`config.mk`:
```
export PLATFORM = sky130hd
export DESIGN_NAME = ap_ctrl_perf_sampler_flat
export DESIGN_NICKNAME = d
export VERILOG_FILES = /design/src/rtl/ap_perf_pkg.sv /design/src/rtl/ap_ctrl_perf_sampler_if.sv /design/src/rtl/perf_rec_fifo.sv /design/src/rtl/ap_ctrl_perf_sampler.sv /design/src/flat_wrapper.sv
export SDC_FILE = /design/constraint.sdc
export NUM_CORES = 1
export LEC_CHECK = 0
export BUFFER_PORTS_ARGS = -buffer_cell sky130_fd_sc_hd__buf_2
export CAP_MARGIN = 30
export CELL_PAD_IN_SITES_DETAIL_PLACEMENT = 0
export CELL_PAD_IN_SITES_GLOBAL_PLACEMENT = 1
export CORE_UTILIZATION = 35
export CTS_BUF_LIST = sky130_fd_sc_hd__clkbuf_4 sky130_fd_sc_hd__clkbuf_8 sky130_fd_sc_hd__clkbuf_16
export DETAILED_ROUTE_END_ITERATION = 7
export GPL_TIMING_DRIVEN = 0
export PLACE_DENSITY_LB_ADDON = 0.12
export SLEW_MARGIN = 30
export SYNTH_ARGS = -nofsm -noshare
export SYNTH_HDL_FRONTEND = slang
export SYNTH_SLANG_ARGS = --single-unit
```
`constraint.sdc`:
```
create_clock -name clock -period 24 [get_ports clock]
set_input_delay 4.8 -clock clock [delete_from_list [all_inputs] [get_ports clock]]
set_output_delay 4.8 -clock clock [all_outputs]
set_load 0.02 [all_outputs]
```
`src/rtl/ap_perf_pkg.sv`:
```
// Shared types and sizing for the ap_ctrl_hs performance sampler.
package ap_perf_pkg;

  localparam int unsigned TXN_ID_W   = 16;
  localparam int unsigned DROP_W     = 16;
  localparam int unsigned CNT_W_DEF  = 32;
  localparam int unsigned ITER_W_DEF = 16;

  typedef logic [1:0] state_t;
  localparam state_t IDLE    = 2'd0;
  localparam state_t RUN     = 2'd1;
  localparam state_t STOPPED = 2'd2;

  // Record layout at the default counter widths, MSB first.
  typedef struct packed {
    logic                  truncated;
    logic [TXN_ID_W-1:0]   txn_id;
    logic [CNT_W_DEF-1:0]  start_time;
    logic [CNT_W_DEF-1:0]  latency;
    logic [CNT_W_DEF-1:0]  interval;
    logic [ITER_W_DEF-1:0] iter_count;
    logic [CNT_W_DEF-1:0]  stall_count;
  } perf_rec_t;

  function automatic int unsigned rec_width(int unsigned cnt_w, int unsigned iter_w);
    return 1 + TXN_ID_W + 4 * cnt_w + iter_w;
  endfunction

endpackage

```
`src/rtl/ap_ctrl_perf_sampler_if.sv`:
```
// Valid/ready record stream between the sampler and its consumer.
interface ap_ctrl_perf_sampler_if
  import ap_perf_pkg::*;
#(
  parameter int unsigned REC_W = rec_width(CNT_W_DEF, ITER_W_DEF)
) ();

  logic             rec_valid;
  logic             rec_ready;
  logic [REC_W-1:0] rec_data;

  modport master (output rec_valid, output rec_data, input rec_ready);
  modport slave  (input rec_valid, input rec_data, output rec_ready);

endinterface

```
`src/rtl/perf_rec_fifo.sv`:
```
// Synchronous first-word-fall-through FIFO; the head entry is always on pop_data.
module perf_rec_fifo #(
  parameter int unsigned WIDTH = 8,
  parameter int unsigned DEPTH = 4
) (
  input  logic             clock,
  input  logic             reset,
  input  logic             push,
  input  logic [WIDTH-1:0] push_data,
  input  logic             pop,
  output logic [WIDTH-1:0] pop_data,
  output logic             full,
  output logic             empty
);

  localparam int unsigned PTR_W = $clog2(DEPTH);

  logic [WIDTH-1:0] mem [DEPTH];
  logic [PTR_W-1:0] wr_ptr_q, rd_ptr_q;
  logic [PTR_W:0]   count_q;
  logic             do_push, do_pop;

  assign empty    = (count_q == '0);
  assign full     = (count_q == (PTR_W + 1)'(DEPTH));
  assign do_pop   = pop & ~empty;
  // A pop frees the slot in the same cycle, so a push into a full FIFO still lands.
  assign do_push  = push & (~full | do_pop);
  assign pop_data = mem[rd_ptr_q];

  always_ff @(posedge clock or posedge reset) begin
    if (reset) begin
      wr_ptr_q <= '0;
      rd_ptr_q <= '0;
      count_q  <= '0;
    end else begin
      if (do_push) wr_ptr_q <= wr_ptr_q + PTR_W'(1);
      if (do_pop)  rd_ptr_q <= rd_ptr_q + PTR_W'(1);
      case ({do_push, do_pop})
        2'b10:   count_q <= count_q + (PTR_W + 1)'(1);
        2'b01:   count_q <= count_q - (PTR_W + 1)'(1);
        default: ;
      endcase
    end
  end

  always_ff @(posedge clock) begin
    if (do_push) mem[wr_ptr_q] <= push_data;
  end

endmodule

```
`src/rtl/ap_ctrl_perf_sampler.sv`:
```
// Times one ap_ctrl_hs transaction at a time and emits one performance record per
// transaction through a small FWFT FIFO.
module ap_ctrl_perf_sampler
  import ap_perf_pkg::*;
#(
  parameter int unsigned CNT_W      = 32,
  parameter int unsigned ITER_W     = 16,
  parameter int unsigned FIFO_DEPTH = 4
) (
  input  logic                   clock,
  input  logic                   reset,
  input  logic                   ap_start,
  input  logic                   ap_done,
  input  logic                   iter_fire,
  input  logic                   iter_stall,
  input  logic                   finish,
  ap_ctrl_perf_sampler_if.master rec,
  output logic                   busy,
  output logic [DROP_W-1:0]      drop_count,
  output logic                   drained
);

  localparam int unsigned REC_W = rec_width(CNT_W, ITER_W);

  typedef struct packed {
    logic                truncated;
    logic [TXN_ID_W-1:0] txn_id;
    logic [CNT_W-1:0]    start_time;
    logic [CNT_W-1:0]    latency;
    logic [CNT_W-1:0]    interval;
    logic [ITER_W-1:0]   iter_count;
    logic [CNT_W-1:0]    stall_count;
  } rec_t;

  state_t              state_q, state_d;
  logic [CNT_W-1:0]    cycle_q;
  logic [CNT_W-1:0]    start_q, start_d, prev_q, prev_d, ivl_q, ivl_d;
  logic [CNT_W-1:0]    lat_q, lat_d, stall_q, stall_d, lat_inc, stall_inc;
  logic [ITER_W-1:0]   iter_q, iter_d, iter_inc;
  logic                have_prev_q, have_prev_d;
  logic [TXN_ID_W-1:0] txn_q;
  logic [DROP_W-1:0]   drop_q;
  logic                drained_q;
  logic                push, drop, fifo_full, fifo_empty;
  rec_t                rec_d;

  // Saturating run counters, including this cycle's qualifiers.
  always_comb begin
    lat_inc   = (lat_q == '1) ? lat_q : lat_q + CNT_W'(1);
    iter_inc  = (iter_fire && iter_q != '1) ? iter_q + ITER_W'(1) : iter_q;
    stall_inc = (iter_stall && stall_q != '1) ? stall_q + CNT_W'(1) : stall_q;
  end

  always_comb begin
    state_d     = state_q;
    start_d     = start_q;
    prev_d      = prev_q;
    have_prev_d = have_prev_q;
    ivl_d       = ivl_q;
    lat_d       = lat_q;
    iter_d      = iter_q;
    stall_d     = stall_q;
    push        = 1'b0;
    rec_d       = '0;
    case (state_q)
      IDLE: begin
        if (finish) begin
          state_d = STOPPED;
        end else if (ap_start) begin
          start_d     = cycle_q;
          prev_d      = cycle_q;
          have_prev_d = 1'b1;
          ivl_d       = have_prev_q ? cycle_q - prev_q : '0;
          lat_d       = '0;
          iter_d      = ITER_W'(iter_fire);
          stall_d     = CNT_W'(iter_stall);
          if (ap_done) begin
            push              = 1'b1;
            rec_d.txn_id      = txn_q;
            rec_d.start_time  = cycle_q;
            rec_d.interval    = ivl_d;
            rec_d.iter_count  = iter_d;
            rec_d.stall_count = stall_d;
          end else begin
            state_d = RUN;
          end
        end
      end
      RUN: begin
        lat_d   = lat_inc;
        iter_d  = iter_inc;
        stall_d = stall_inc;
        if (ap_done || finish) begin
          push              = 1'b1;
          rec_d.truncated   = ~ap_done;
          rec_d.txn_id      = txn_q;
          rec_d.start_time  = start_q;
          rec_d.latency     = lat_inc;
          rec_d.interval    = ivl_q;
          rec_d.iter_count  = iter_inc;
          rec_d.stall_count = stall_inc;
          state_d           = finish ? STOPPED : IDLE;
        end
      end
      default: ;
    endcase
  end

  assign drop = push & fifo_full & ~rec.rec_ready;

  always_ff @(posedge clock or posedge reset) begin
    if (reset) begin
      state_q     <= IDLE;
      cycle_q     <= '0;
      start_q     <= '0;
      prev_q      <= '0;
      have_prev_q <= 1'b0;
      ivl_q       <= '0;
      lat_q       <= '0;
      iter_q      <= '0;
      stall_q     <= '0;
      txn_q       <= '0;
      drop_q      <= '0;
      drained_q   <= 1'b0;
    end else begin
      state_q     <= state_d;
      cycle_q     <= cycle_q + CNT_W'(1);
      start_q     <= start_d;
      prev_q      <= prev_d;
      have_prev_q <= have_prev_d;
      ivl_q       <= ivl_d;
      lat_q       <= lat_d;
      iter_q      <= iter_d;
      stall_q     <= stall_d;
      if (push) txn_q <= txn_q + TXN_ID_W'(1);
      if (drop && drop_q != '1) drop_q <= drop_q + DROP_W'(1);
      drained_q   <= (state_q == STOPPED) && fifo_empty;
    end
  end

  perf_rec_fifo #(
    .WIDTH (REC_W),
    .DEPTH (FIFO_DEPTH)
  ) u_fifo (
    .clock     (clock),
    .reset     (reset),
    .push      (push),
    .push_data (rec_d),
    .pop       (rec.rec_ready),
    .pop_data  (rec.rec_data),
    .full      (fifo_full),
    .empty     (fifo_empty)
  );

  assign rec.rec_valid = ~fifo_empty;
  assign busy          = (state_q == RUN);
  assign drop_count    = drop_q;
  assign drained       = drained_q;

endmodule

```
`src/flat_wrapper.sv`:
```
// flat-port wrapper written by rule: the top's interface ports become plain ports
module ap_ctrl_perf_sampler_flat import ap_perf_pkg::*;
#(
  parameter int unsigned CNT_W      = 32,
  parameter int unsigned ITER_W     = 16,
  parameter int unsigned FIFO_DEPTH = 4
)
  (clock, reset, ap_start, ap_done, iter_fire, iter_stall, finish, busy, drop_count, drained, rec_rec_valid, rec_rec_data, rec_rec_ready);
  ap_ctrl_perf_sampler_if #(.REC_W(rec_width(CNT_W_DEF, ITER_W_DEF))) rec_i ();
  input  logic clock;
  input  logic reset;
  input  logic ap_start;
  input  logic ap_done;
  input  logic iter_fire;
  input  logic iter_stall;
  input  logic finish;
  output logic busy;
  output logic [DROP_W-1:0] drop_count;
  output logic drained;
  output wire logic [$bits(rec_i.rec_valid)-1:0] rec_rec_valid;
  output wire logic [$bits(rec_i.rec_data)-1:0] rec_rec_data;
  input wire logic [$bits(rec_i.rec_ready)-1:0] rec_rec_ready;
  assign rec_rec_valid = rec_i.rec_valid;
  assign rec_rec_data = rec_i.rec_data;
  assign rec_i.rec_ready = rec_rec_ready;
  ap_ctrl_perf_sampler #(.CNT_W(CNT_W), .ITER_W(ITER_W), .FIFO_DEPTH(FIFO_DEPTH)) u_core (.clock(clock), .reset(reset), .ap_start(ap_start), .ap_done(ap_done), .iter_fire(iter_fire), .iter_stall(iter_stall), .finish(finish), .rec(rec_i), .busy(busy), .drop_count(drop_count), .drained(drained));
endmodule
```
==> results.cfg <==
[layout]
multi_input_comb_area_um2 = 11400
nFillCells = 9637
nets = 2839
syn_to_final_growth_pct = 17.52
fin_util = 0.4167
finish.cell_count_without_fillers = 4247
layout-drive-gt1-share = 0.2084
layout.area.seq_um2 = 24820

[detailed_routing]
vias_per_cell = 5.150
wire_per_inst_um = 22.45
drt_iter0_markers = 1396
count_of_unresolved_drc_violations_after_routing = 0
drt_first_pass_iters = 7
vias = 21870
ant_nets = 0
wl_um = 95360

[grt]
first_global_vias = 22680
grt-ovfl-total = 0
grt_start_max_net_pins = 77
grt_antenna_before_repair = 4
global_route.usage.total = 0.1796
grt_first_pass_wirelength_um = 144300

[worst_setup_path]
worstPathCellList = clkbuf_1 -> clkbuf_2 -> buf_1 -> mux4_2 -> buf_2
crit_path_start_kind = register
path_max_fanout = 10
cpPeakStageDelay_ns = 0.62
cp.arrival_ns = 3.50
r2r_cell_count = 9
timing.setup.critical_path_class = register to primary output
slowest_stage = sky130_fd_sc_hd__clkbuf_1
critPathRequiredTime_ns = 19.20
crit_path_end_kind = primary output

[pwr]
comb_power_share = 0.098
internal-power_mw = 2.610
p_leak_nw = 13.95
seq_power_share = 0.468
pwr-share-clk = 0.434
post-layout-total-power_mw = 3.413
irDropWorstVdd_uv = 61.45
cellPowerDensity_nw_per_um2 = 78.68
p_sw_mw = 0.8025
power.switching_fraction = 0.2351

[clock_tree]
numCtsBuffers = 95
clock_tree.root_cell = sky130_fd_sc_hd__clkbuf_16
cts_hold_buf = 0
insertion_delay_ns = 0.66
cts_sinks = 863
tritoncts = done
postCtsSetupBuffers = 0
cts_max_level = 3
clock_transition_at_the_registers_of_the_reported_paths_ns = 0.06
postCtsResizedCells = 0
max-clock-path-buffers = 3

[timing]
timing_max_transition_violations_final = 0
rsz_0062_raised_after_global_routing = no
timing.setup.tns_ns = 0
timing.slew.headroom = 0.3714
fmaxAchievable_ghz = 0.1204
finalSetupViolCount = 0
measured_slew_at_the_worst_slew_check_pin_ns = 0.9429
hold-worst-slack_ns = 0.4596
period_share = 0.3460
final-hold-violation-count = 0
layout_min_cycle_time_ns = 8.303
worst_clock_skew_ns = 0.02288

[logic_synthesis]
synth_enable_flop_cells = 644
synth.ff_latch_count = 863
syn_area_um2 = 36910
syn-mean-instance-area_um2 = 14.90
synthesis.nets = 2530
synth_cell_type_count = 77
postSynth.topFlopCell = sky130_fd_sc_hd__edfxtp_1
netlist_instances = 2478
yosys_warnings = 0
synth.yosys.seq_area_share = 0.6724
async_reset_ff_frac = 0.2538

[run_status]
outcome = finished clean

[floorplan]
dieArea_um2 = 106800
die_width_um = 326.8
fp.dieH_um = 326.8
floorplan.initialDensity = 0.3546
coreArea_um2 = 104100
num_io_pins = 188
num_rows = 118

[hold_path]
timing.hold.worst_path_depth = 1
worst_hold_path_type = register to register

[place]
gp_congestion = 0.8218
detailedPlacementHpwl_um = 65450
place.detailed.instances = 4069
port_buffers = 187

[run]
max_cap_violations = 0
critical path: cells and delay by family (launching register included):
kind,cells,cell delay (ns)
flops,1,0.32
buf+inv,4,2.01
mux,1,0.51
Yosys cell counts (all sizes together) (3+ instances only):
| master | n | area [um2] |
|---|---|---|
| inv | 57 | 214.0 |
| edfxtp | 644 | 19340 |
| xor2 | 65 | 569.3 |
| and4 | 19 | 168.9 |
| buf | 40 | 181.4 |
| nor2 | 144 | 540.5 |
| a21oi | 54 | 270.3 |
| nor3 | 27 | 135.1 |
| nor4 | 4 | 25.02 |
| a21o | 27 | 202.7 |
| o31ai | 36 | 275.3 |
| a31oi | 25 | 162.6 |
| o21a | 6 | 45.04 |
| or3 | 8 | 55.05 |
| a32o | 6 | 60.06 |
| clkbuf | 88 | 331.6 |
| ha | 42 | 525.5 |
| mux2i | 3 | 30.03 |
| a211oi | 5 | 37.54 |
| nand2 | 260 | 978.4 |
| xnor2 | 99 | 867.1 |
| a211o | 3 | 26.28 |
| mux4 | 161 | 3626 |
| o211ai | 4 | 30.03 |
| and3 | 48 | 306.5 |
| o21ai | 183 | 915.9 |
| nand4 | 31 | 221.5 |
| nand2b | 11 | 68.82 |
| dfrtp | 219 | 5480 |
| or4 | 3 | 22.52 |
| a22o | 50 | 437.9 |
| and2 | 29 | 183.9 |
| nand3 | 39 | 200.2 |
| nor2b | 3 | 26.27 |
final cells by class:
class | count | area share
well taps | 1380 | 0.03981
clock buffers | 121 | 0.06069
multi-input cells | 1430 | 0.2628
diodes | 2 | 0.0001154
repair buffers | 212 | 0.03401
inverters | 57 | 0.005105
clock inverters | 54 | 0.01301
plain buffers | 128 | 0.01235
flip-flops and latches | 863 | 0.5722
power groups by stage:
stage	Sequential, mW	Combinational (mW)	Clock, mW
after floorplan	1.63	0.238	0
after global placement	1.63	0.347	0
after detailed placement	1.63	0.354	0
after CTS	1.60	0.355	1.53
after global routing	1.60	0.369	1.58
final	1.60	0.336	1.48
path summary, 6_finish.rpt:
| path | from | to | slack, ns |
|---|---|---|---|
| max | u_core.u_fifo.rd_ptr_q[1] | rec_rec_data[71] | 15.70 |
| min reg2reg | u_core.txn_q[15] | u_core.txn_q[15] | 0.46 |
| min | u_core.txn_q[15] | u_core.txn_q[15] | 0.46 |
| min in group asynchronous | reset | u_core.drop_count[3] | 4.20 |
| max reg2reg | u_core.state_q[1] | u_core.u_fifo.mem[2][137] | 20.17 |
| max in group asynchronous | reset | u_core.stall_q[28] | 18.91 |
cell families after synthesis:
kind of cell	share of synthesized area
and+or+nand+nor	0.08051
adders and majority gates	0.01532
xor gates and xnor gates	0.03891
muxes	0.09935
DFF	0.6724
buffers and inverters	0.01969
AOI/OAI and AO/OA	0.07383
registers in the layout, summed over array words and instances, names as in the netlist, 16 cells and up:
name,cells
u_core.u_fifo.mem,644
u_core.cycle_q,32
u_core.ivl_q,32
u_core.lat_q,32
u_core.stall_q,32
u_core.start_q,32
u_core.drop_count,16
u_core.iter_q,16
u_core.txn_q,16
per-stage QoR:
step	worst slack, ns	area [um2]
floorplan	13.21	36910
global placement	9.499	39570
detailed placement	15.78	40150
CTS	15.46	43350
global route	15.44	43370
finish	15.70	43380
cells in the final DEF (no fill, tap or decap), types with 81 or more instances in the layout:
| cell type | synthesis | final |
|---|---|---|
| sky130_fd_sc_hd__mux4_2 | 161 | 161 |
| sky130_fd_sc_hd__clkbuf_1 | 87 | 81 |
| sky130_fd_sc_hd__nand2_1 | 259 | 259 |
| sky130_fd_sc_hd__nor2_1 | 144 | 143 |
| sky130_fd_sc_hd__o21ai_0 | 178 | 178 |
| sky130_fd_sc_hd__buf_2 | 10 | 200 |
| sky130_fd_sc_hd__clkbuf_16 | 0 | 97 |
| sky130_fd_sc_hd__edfxtp_1 | 644 | 644 |
| sky130_fd_sc_hd__xnor2_1 | 99 | 99 |
| sky130_fd_sc_hd__dfrtp_1 | 219 | 219 |
layer usage:
| metal | wire (um) | track usage | part of all wire |
|---|---|---|---|
| met1 | 42400 | 0.2388 | 0.44 |
| met2 | 46720 | 0.3014 | 0.49 |
| met3 | 3796 | 0.03182 | 0.040 |
| met4 | 2423 | 0.05028 | 0.025 |
| met5 | 23 | 0 | 0.00024 |
Power figures use the tool's default switching activity.
